==> src/rtl/ulpb_ctrl_gen2_if.sv <==
// Bus-side signal bundle of the ULPB gen2 ring controller.
// master is the controller end, slave is the ring/upstream end.
interface ulpb_ctrl_gen2_if;
    logic       DIN;
    logic       ABORT;
    logic       DOUT;
    logic       CLK_OUT;
    logic       BUSY;
    logic       RST_DONE;
    logic [1:0] ERR_CODE;
    logic [4:0] STATE;

    modport master (
        input  DIN, ABORT,
        output DOUT, CLK_OUT, BUSY, RST_DONE, ERR_CODE, STATE
    );
    modport slave (
        output DIN, ABORT,
        input  DOUT, CLK_OUT, BUSY, RST_DONE, ERR_CODE, STATE
    );
endinterface

==> src/rtl/ulpb_ctrl_gen2.sv <==
// ULPB ring controller: start detection, bus clock generation, data pass-through with
// marker/ACK tracking, and a self-checked reset sequence closing every transaction.
module ulpb_ctrl_gen2 #(
    parameter int unsigned          START_CYCLES = 12,
    parameter int unsigned          CLK_DIV      = 2,
    parameter int unsigned          RST_LEN      = 3,
    parameter logic [RST_LEN-1:0]   RST_PATTERN  = 3'b010,
    parameter int unsigned          ACK_LEN      = 4,
    parameter logic [ACK_LEN-1:0]   ACK_PATTERN  = 4'b1010,
    parameter logic [1:0]           MES_SEQ      = 2'b10,
    parameter int unsigned          MAX_BITS     = 0
) (
    input logic              CLK,
    input logic              RESET,
    ulpb_ctrl_gen2_if.master bus
);
    localparam int unsigned StW = (START_CYCLES > 1) ? $clog2(START_CYCLES) : 1;
    localparam int unsigned DW  = (CLK_DIV > 1) ? $clog2(CLK_DIV) : 1;
    localparam int unsigned RW  = $clog2(RST_LEN + 1);
    localparam int unsigned SW  = $clog2(ACK_LEN + 1);

    localparam logic [StW-1:0] StartLoad = StW'(START_CYCLES - 1);
    localparam logic [DW-1:0]  DivLast   = DW'(CLK_DIV - 1);
    localparam logic [RW-1:0]  RidxLast  = RW'(RST_LEN - 1);
    localparam logic [SW-1:0]  SeqLast   = SW'(ACK_LEN);
    localparam logic [15:0]    MaxBits   = 16'(MAX_BITS);

    typedef enum logic [4:0] {
        StIdle, StWaitStart, StEnClkNeg, StArbPos, StArbNeg, StDrvPos, StDrvNeg, StLatPos,
        StLatNeg, StRdNeg, StRdPos, StRlNeg, StRlPos, StRelDNeg, StRelDPos, StRelLNeg,
        StRelLPos, StBackNeg, StBackPos
    } state_e;

    state_e           state_q, state_d;
    logic [StW-1:0]   start_cnt_q, start_cnt_d;
    logic [DW-1:0]    div_q, div_d;
    logic [RW-1:0]    ridx_q, ridx_d;
    logic [SW-1:0]    seq_q, seq_d;
    logic [15:0]      bit_cnt_q, bit_cnt_d;
    logic [7:0]       retry_q, retry_d;
    logic             parity_q, parity_d, last_q, last_d, din_q, bad_q, bad_d;
    logic             hold_q, hold_d, ctrl_dout_q, ctrl_dout_d, clk_out_q, clk_out_d;
    logic             rst_done_q, rst_done_d;
    logic [1:0]       err_q, err_d;

    logic             enter_rst, first, last, mism, bad_now, in_div;
    logic [1:0]       err_new;
    logic [ACK_LEN-1:0] ack_tmp;
    logic [RST_LEN-1:0] rst_tmp;

    always_comb begin
        state_d     = state_q;
        start_cnt_d = start_cnt_q;
        div_d       = div_q;
        ridx_d      = ridx_q;
        seq_d       = seq_q;
        bit_cnt_d   = bit_cnt_q;
        retry_d     = retry_q;
        parity_d    = parity_q;
        last_d      = last_q;
        bad_d       = bad_q;
        hold_d      = hold_q;
        ctrl_dout_d = ctrl_dout_q;
        err_d       = err_q;
        rst_done_d  = 1'b0;
        enter_rst   = 1'b0;
        err_new     = 2'd0;
        first       = (div_q == '0);
        last        = (div_q == DivLast);
        mism        = (bus.DIN != ctrl_dout_q);
        bad_now     = ((state_q == StRdNeg) ? 1'b0 : bad_q) | (first & mism);
        ack_tmp     = ACK_PATTERN << (seq_q - 1'b1);
        rst_tmp     = RST_PATTERN << (ridx_q + 1'b1);
        in_div      = state_q inside {StRdNeg, StRdPos, StRlNeg, StRlPos, StRelDNeg, StRelDPos,
                                      StRelLNeg, StRelLPos, StBackNeg, StBackPos};
        if (in_div) begin
            div_d = last ? '0 : div_q + 1'b1;
            if (first && state_q inside {StRdNeg, StRdPos, StRlNeg, StRlPos}) bad_d = bad_now;
        end

        case (state_q)
            StIdle: begin
                start_cnt_d = StartLoad;
                seq_d       = '0;
                bit_cnt_d   = '0;
                retry_d     = '0;
                parity_d    = 1'b0;
                if (!bus.DIN) state_d = StWaitStart;
            end
            StWaitStart: begin
                if (start_cnt_q == '0) state_d = StEnClkNeg;
                else                   start_cnt_d = start_cnt_q - 1'b1;
            end
            StEnClkNeg: state_d = StArbPos;
            StArbPos:   state_d = StArbNeg;
            StArbNeg: begin
                state_d = StDrvPos;
                hold_d  = 1'b0;
            end
            StDrvPos:   state_d = StDrvNeg;
            StDrvNeg: begin
                // History is {DIN seen in DRV_POS, DIN now}; any change is a glitch.
                state_d = StLatPos;
                if (din_q != bus.DIN) begin
                    enter_rst = 1'b1;
                    err_new   = 2'd1;
                end else if (bus.ABORT) begin
                    enter_rst = 1'b1;
                    err_new   = 2'd3;
                end
            end
            StLatPos:   state_d = StLatNeg;
            StLatNeg: begin
                state_d   = StDrvPos;
                bit_cnt_d = (bit_cnt_q == 16'hFFFF) ? bit_cnt_q : bit_cnt_q + 16'd1;
                parity_d  = ~parity_q;
                last_d    = bus.DIN;
                if (bus.ABORT || (MAX_BITS != 0 && bit_cnt_d == MaxBits)) begin
                    enter_rst = 1'b1;
                    err_new   = 2'd3;
                end else if (seq_q == '0) begin
                    if (parity_q && (last_q != bus.DIN)) begin
                        if ({last_q, bus.DIN} == MES_SEQ) begin
                            seq_d = SW'(1);
                        end else begin
                            enter_rst = 1'b1;
                            err_new   = 2'd2;
                        end
                    end
                end else if (bus.DIN != ack_tmp[ACK_LEN-1]) begin
                    enter_rst = 1'b1;
                    err_new   = 2'd2;
                end else if (seq_q == SeqLast) begin
                    enter_rst = 1'b1;
                    err_new   = 2'd0;
                end else begin
                    seq_d = seq_q + 1'b1;
                end
            end
            StRdNeg:   if (last) state_d = StRdPos;
            StRdPos:   if (last) state_d = StRlNeg;
            StRlNeg:   if (last) state_d = StRlPos;
            StRlPos: begin
                if (last) begin
                    state_d = StRdNeg;
                    if (!bad_now && ridx_q == RidxLast) begin
                        ctrl_dout_d = 1'b1;
                        state_d     = StRelDNeg;
                    end else if (!bad_now) begin
                        ridx_d      = ridx_q + 1'b1;
                        ctrl_dout_d = rst_tmp[RST_LEN-1];
                    end else begin
                        ridx_d      = '0;
                        ctrl_dout_d = RST_PATTERN[RST_LEN-1];
                        retry_d     = (retry_q == 8'hFF) ? retry_q : retry_q + 8'd1;
                    end
                end
            end
            StRelDNeg: if (last) state_d = StRelDPos;
            StRelDPos: if (last) state_d = StRelLNeg;
            StRelLNeg: if (last) state_d = StRelLPos;
            StRelLPos: if (last) state_d = StBackNeg;
            StBackNeg: if (last) state_d = StBackPos;
            StBackPos: begin
                if (last) begin
                    state_d    = StIdle;
                    rst_done_d = 1'b1;
                end
            end
            default:   state_d = StIdle;
        endcase

        if (enter_rst) begin
            state_d     = StRdNeg;
            hold_d      = 1'b1;
            ctrl_dout_d = RST_PATTERN[RST_LEN-1];
            ridx_d      = '0;
            div_d       = '0;
            err_d       = err_new;
        end

        // CLK_OUT is a registered function of the state being entered.
        clk_out_d = 1'b1;
        case (state_d)
            StEnClkNeg, StArbNeg, StDrvNeg, StLatNeg, StRdNeg, StRlNeg, StRelDNeg, StRelLNeg,
            StBackNeg: clk_out_d = 1'b0;
            default:   clk_out_d = 1'b1;
        endcase
    end

    always_ff @(posedge CLK or negedge RESET) begin
        if (!RESET) begin
            state_q     <= StIdle;
            start_cnt_q <= '0;
            div_q       <= '0;
            ridx_q      <= '0;
            seq_q       <= '0;
            bit_cnt_q   <= '0;
            retry_q     <= '0;
            parity_q    <= 1'b0;
            last_q      <= 1'b0;
            din_q       <= 1'b0;
            bad_q       <= 1'b0;
            hold_q      <= 1'b1;
            ctrl_dout_q <= 1'b1;
            clk_out_q   <= 1'b1;
            rst_done_q  <= 1'b0;
            err_q       <= 2'd0;
        end else begin
            state_q     <= state_d;
            start_cnt_q <= start_cnt_d;
            div_q       <= div_d;
            ridx_q      <= ridx_d;
            seq_q       <= seq_d;
            bit_cnt_q   <= bit_cnt_d;
            retry_q     <= retry_d;
            parity_q    <= parity_d;
            last_q      <= last_d;
            din_q       <= bus.DIN;
            bad_q       <= bad_d;
            hold_q      <= hold_d;
            ctrl_dout_q <= ctrl_dout_d;
            clk_out_q   <= clk_out_d;
            rst_done_q  <= rst_done_d;
            err_q       <= err_d;
        end
    end

    assign bus.DOUT     = hold_q ? ctrl_dout_q : bus.DIN;
    assign bus.CLK_OUT  = clk_out_q;
    assign bus.BUSY     = (state_q != StIdle);
    assign bus.RST_DONE = rst_done_q;
    assign bus.ERR_CODE = err_q;
    assign bus.STATE    = state_q;
endmodule

==> src/flat_wrapper.sv <==
// flat-port wrapper written by rule: the top's interface ports become plain ports
module ulpb_ctrl_gen2_flat 
#(
    parameter int unsigned          START_CYCLES = 12,
    parameter int unsigned          CLK_DIV      = 2,
    parameter int unsigned          RST_LEN      = 3,
    parameter logic [RST_LEN-1:0]   RST_PATTERN  = 3'b010,
    parameter int unsigned          ACK_LEN      = 4,
    parameter logic [ACK_LEN-1:0]   ACK_PATTERN  = 4'b1010,
    parameter logic [1:0]           MES_SEQ      = 2'b10,
    parameter int unsigned          MAX_BITS     = 0
)
  (CLK, RESET, bus_DIN, bus_ABORT, bus_DOUT, bus_CLK_OUT, bus_BUSY, bus_RST_DONE, bus_ERR_CODE, bus_STATE);
  ulpb_ctrl_gen2_if bus_i ();
  input logic CLK;
  input logic RESET;
  input wire logic [$bits(bus_i.DIN)-1:0] bus_DIN;
  input wire logic [$bits(bus_i.ABORT)-1:0] bus_ABORT;
  output wire logic [$bits(bus_i.DOUT)-1:0] bus_DOUT;
  output wire logic [$bits(bus_i.CLK_OUT)-1:0] bus_CLK_OUT;
  output wire logic [$bits(bus_i.BUSY)-1:0] bus_BUSY;
  output wire logic [$bits(bus_i.RST_DONE)-1:0] bus_RST_DONE;
  output wire logic [$bits(bus_i.ERR_CODE)-1:0] bus_ERR_CODE;
  output wire logic [$bits(bus_i.STATE)-1:0] bus_STATE;
  assign bus_i.DIN = bus_DIN;
  assign bus_i.ABORT = bus_ABORT;
  assign bus_DOUT = bus_i.DOUT;
  assign bus_CLK_OUT = bus_i.CLK_OUT;
  assign bus_BUSY = bus_i.BUSY;
  assign bus_RST_DONE = bus_i.RST_DONE;
  assign bus_ERR_CODE = bus_i.ERR_CODE;
  assign bus_STATE = bus_i.STATE;
  ulpb_ctrl_gen2 #(.START_CYCLES(START_CYCLES), .CLK_DIV(CLK_DIV), .RST_LEN(RST_LEN), .RST_PATTERN(RST_PATTERN), .ACK_LEN(ACK_LEN), .ACK_PATTERN(ACK_PATTERN), .MES_SEQ(MES_SEQ), .MAX_BITS(MAX_BITS)) u_core (.CLK(CLK), .RESET(RESET), .bus(bus_i));
endmodule
==> config.mk <==
export PLATFORM = sky130hd
export DESIGN_NAME = ulpb_ctrl_gen2_flat
export DESIGN_NICKNAME = d
export VERILOG_FILES = /design/src/rtl/ulpb_ctrl_gen2_if.sv /design/src/rtl/ulpb_ctrl_gen2.sv /design/src/flat_wrapper.sv
export SDC_FILE = /design/constraint.sdc
export NUM_CORES = 1
export LEC_CHECK = 0
export ABC_CLOCK_PERIOD_IN_PS = 3000
export CAP_MARGIN = 10
export CORE_UTILIZATION = 57
export DETAILED_ROUTE_END_ITERATION = 12
export PLACE_DENSITY = 0.83
export SETUP_SLACK_MARGIN = 0.02
export SYNTH_ARGS = -nofsm -noshare
export SYNTH_HDL_FRONTEND = slang
export SYNTH_SLANG_ARGS = --single-unit
export TNS_END_PERCENT = 30
==> constraint.sdc <==
create_clock -name CLK -period 3 [get_ports CLK]
set_input_delay 0.9 -clock CLK [delete_from_list [all_inputs] [get_ports CLK]]
set_output_delay 0.9 -clock CLK [all_outputs]
set_load 0.03 [all_outputs]
==> flow_summary.ini, run 1 <==
[cts]
tritoncts = done
clk_pin_slew_ns = 0.14
clk_latency_ns = 0.33
hold_buffers = 0
cts-htree-levels = 1
clock_path_buffers = 2
numCtsBuffers = 3
cts-root-buf = clkbuf_4
clock-sinks = 25

[sta]
fin_worst_skew_ns = 0.007687
fin_tns_setup_ns = 0
fmax_mhz = 354.2
timing.final.crit_share_pct = 94.12
relSlewSlack_pct = 58.09
hold_viol_final = 0
rsz0062_at_grt = no
period_needed_ns = 2.823
drv_slew = 0
tightest_slew_ns = 0.6199
setup_viol = 0

[min_path]
min_delay_path_depth = 1
min_to = u_core.parity_q
hold_start = u_core.parity_q
hold_class = reg -> reg

[global_route]
grtUsageTotal_pct = 25.75
grt_pass1_wl_um = 6327
grt_max_degree = 26
antenna_found_initial = 0
grt_pass1_vias = 1383
grt-ovfl-total = 0

[power]
power_leakage_nw = 0.7721
p_int_mw = 1.080
clockPowerShare_pct = 7.8
combPwrFrac_pct = 63.5
p_per_area_nw_per_um2 = 1090
sw_frac_of_total_pct = 46.98
power.total_mw = 2.037
ir_worst_vdd_v = 0.0007152
power_frac_seq_pct = 28.7
power.switching_uw = 956.9

[floorplanning]
initial_utilization_pct = 59.82
io_pins = 15
die-area_sq_um = 3087
row_count = 19
die_h_um = 55.56
dieWidth_um = 55.56
core_area_sq_um = 2734

[setup_path]
critPathKind = in -> out
crit_path_start = bus_DIN
r2r_end = u_core.bus.CLK_OUT
regToRegSetupSlack_ns = 0.54
worstReg2RegStart = u_core.start_cnt_q[0]
worstPathMaxFanout = 2
rr_worst_depth = 8
critPathRequiredTime_ns = 2.10
worstSetupEndpointType = output port
critPathArrivalTime_ns = 1.92
worstSetupStartpointType = input pin

[synth]
synthArstFlopShare_pct = 100.0
synthTopCellsByArea = dfrtp_1 (34%), dfstp_2 (4.8%), ha_1 (4.6%)
synth_edf_count = 0
synth_nets = 195
ys.flop_type = dfrtp_1
syn_avg_cell_area_sq_um = 8.840
ys_ff_latch = 25
ys_seq_area_share_pct = 38.49
synth_cells = 185
synth_top_area_share_pct = 33.66
synth_cell_types = 54
ys_warn_count = 0
synth.cell_area_sq_um = 1635
synth_area_leader_cell = dfrtp_1

[detailed_routing]
wl_per_cell_um = 15.37
drt-vias-per-instance = 6.150
totalWireLength_um = 3581
drc = 0
drt_iter0_drc = 89
drt_first_pass_iters = 4
postRouteAntennaNets = 0
vias = 1433

[cells_and_area]
nNetsFinal = 213
most-common-layout-cells = dfrtp_1 (22), nand2_1 (15), a21oi_1 (14), nor2_1 (14), clkdlybuf4s50_1 (12)
num_antenna_cells = 0
area_delta_synth_final_pct = 14.31
drive_gt1_share_pct = 12.38
layout_commonest_cell = dfrtp_1

[placement]
portBuffers = 14
hpwl_um = 2651
gp_congestion = 0.8713

[job]
maxCapViolCount = 0

[outcome]
outcome = completed
## critical path, stage by stage
cell,delay (ns)
clkdlybuf4s50_1,0.47
inv_1,0.06
buf_4,0.14
o21ai_0,0.16
buf_4,0.19
## sequential cells by signal (all words and copies together) (netlist names)
name and cells:
u_core.bus.STATE 5, u_core.start_cnt_q 4, u_core.seq_q 3, u_core.bus.ERR_CODE 2, u_core.ridx_q 2, u_core.bad_q 1, u_core.bus.CLK_OUT 1, u_core.bus.RST_DONE 1
u_core.ctrl_dout_q 1, u_core.din_q 1, u_core.div_q 1, u_core.hold_q 1, u_core.last_q 1, u_core.parity_q 1
## per-layer routing
metal | up-vias | GRT usage, % | part of all wire (%) | routed length, um
li1 | 689 | - | - | -
met1 | 682 | 34.15 | 44 | 1582
met2 | 53 | 41.65 | 48 | 1706
met3 | 9 | 3.747 | 6.3 | 226
met4 | 0 | 11.79 | 1.8 | 66
met5 | - | 0 | 0 | 0
## power groups by stage
stage / logic [mW] / registers (mW) / clock network, mW
after global routing: 1.42 / 0.601 / 0.175
final: 1.29 / 0.584 / 0.159
after floorplan: 0.838 / 0.673 / 0
after global placement: 1.22 / 0.583 / 0
after CTS: 1.29 / 0.584 / 0.164
after detailed placement: 1.28 / 0.590 / 0
## cells in the mapped netlist (5+ instances only)
master,n
nor2b_1,5
nand2b_1,9
dfrtp_1,22
nor2_1,15
nand3_1,6
inv_1,9
nand2_1,15
nor3_1,6
o21ai_0,6
a21oi_1,14
ha_1,6
clkbuf_1,10
## worst max path at each step
| stage | slack (ns) | cells past startpoint | to |
|---|---|---|---|
| after floorplan | 0.12 | 10 | u_core.bus.CLK_OUT |
| after global placement | -0.09 | 10 | u_core.bus.CLK_OUT |
| after detailed placement | -0.17 | 9 | u_core.bus.CLK_OUT |
| after CTS | 0.18 | 5 | bus_DOUT |
| after global routing | 0.06 | 9 | u_core.bus.CLK_OUT |
| final | 0.18 | 5 | bus_DOUT |
## repair_timing
item                                    4_1_cts  5_1_grt
endpoints found under the setup margin        1        0
gates resized for setup                       2        0
buffers inserted                              0        0
## through the flow
step                      std cells  util (%)  instance area, sq um  hold WS (ns)  worst slack [ns]
after global placement          229     67.23                  1838        0.4697          -0.08905
after CTS                       233     68.38                  1869        0.5009            0.1849
after floorplan                 185         -                  1637        0.4527            0.1152
after global routing            233     68.38                  1869        0.5212           0.06202
after detailed placement        229     67.23                  1838        0.4828           -0.1710
final                           233     68.38                  1869        0.5006            0.1765
## layout make-up
class	instances	area, sq um
Clock buffer	3	22.52
Timing Repair Buffer	24	211.5
Sequential cell	25	629.4
Clock inverter	1	7.507
Inverter	9	33.78
Multi-Input combinational cell	140	925.9
Tap cell	31	38.79
Fill cell	218	864.6
## cell families after synthesis
group | count (synthesis) | share of synthesized area (%)
and+or+nand+nor | 76 | 26.24
AOI/OAI and AO/OA | 46 | 18.52
DFF | 25 | 38.49
buffers and inverters | 20 | 5.050
xor gates and xnor gates | 6 | 3.214
muxes | 6 | 3.902
adders and majority gates | 6 | 4.591
(Power assumes the default switching activity.)
==> run 2: changes to the inputs <==
--- a/config.mk
+++ b/config.mk
@@ -14,4 +14,4 @@
 export SYNTH_ARGS = -nofsm -noshare
 export SYNTH_HDL_FRONTEND = slang
 export SYNTH_SLANG_ARGS = --single-unit
-export TNS_END_PERCENT = 30
+export TNS_END_PERCENT = 50
==> results of run 2 <==
Final layout, timing and power as in run 1 (identical DEF).
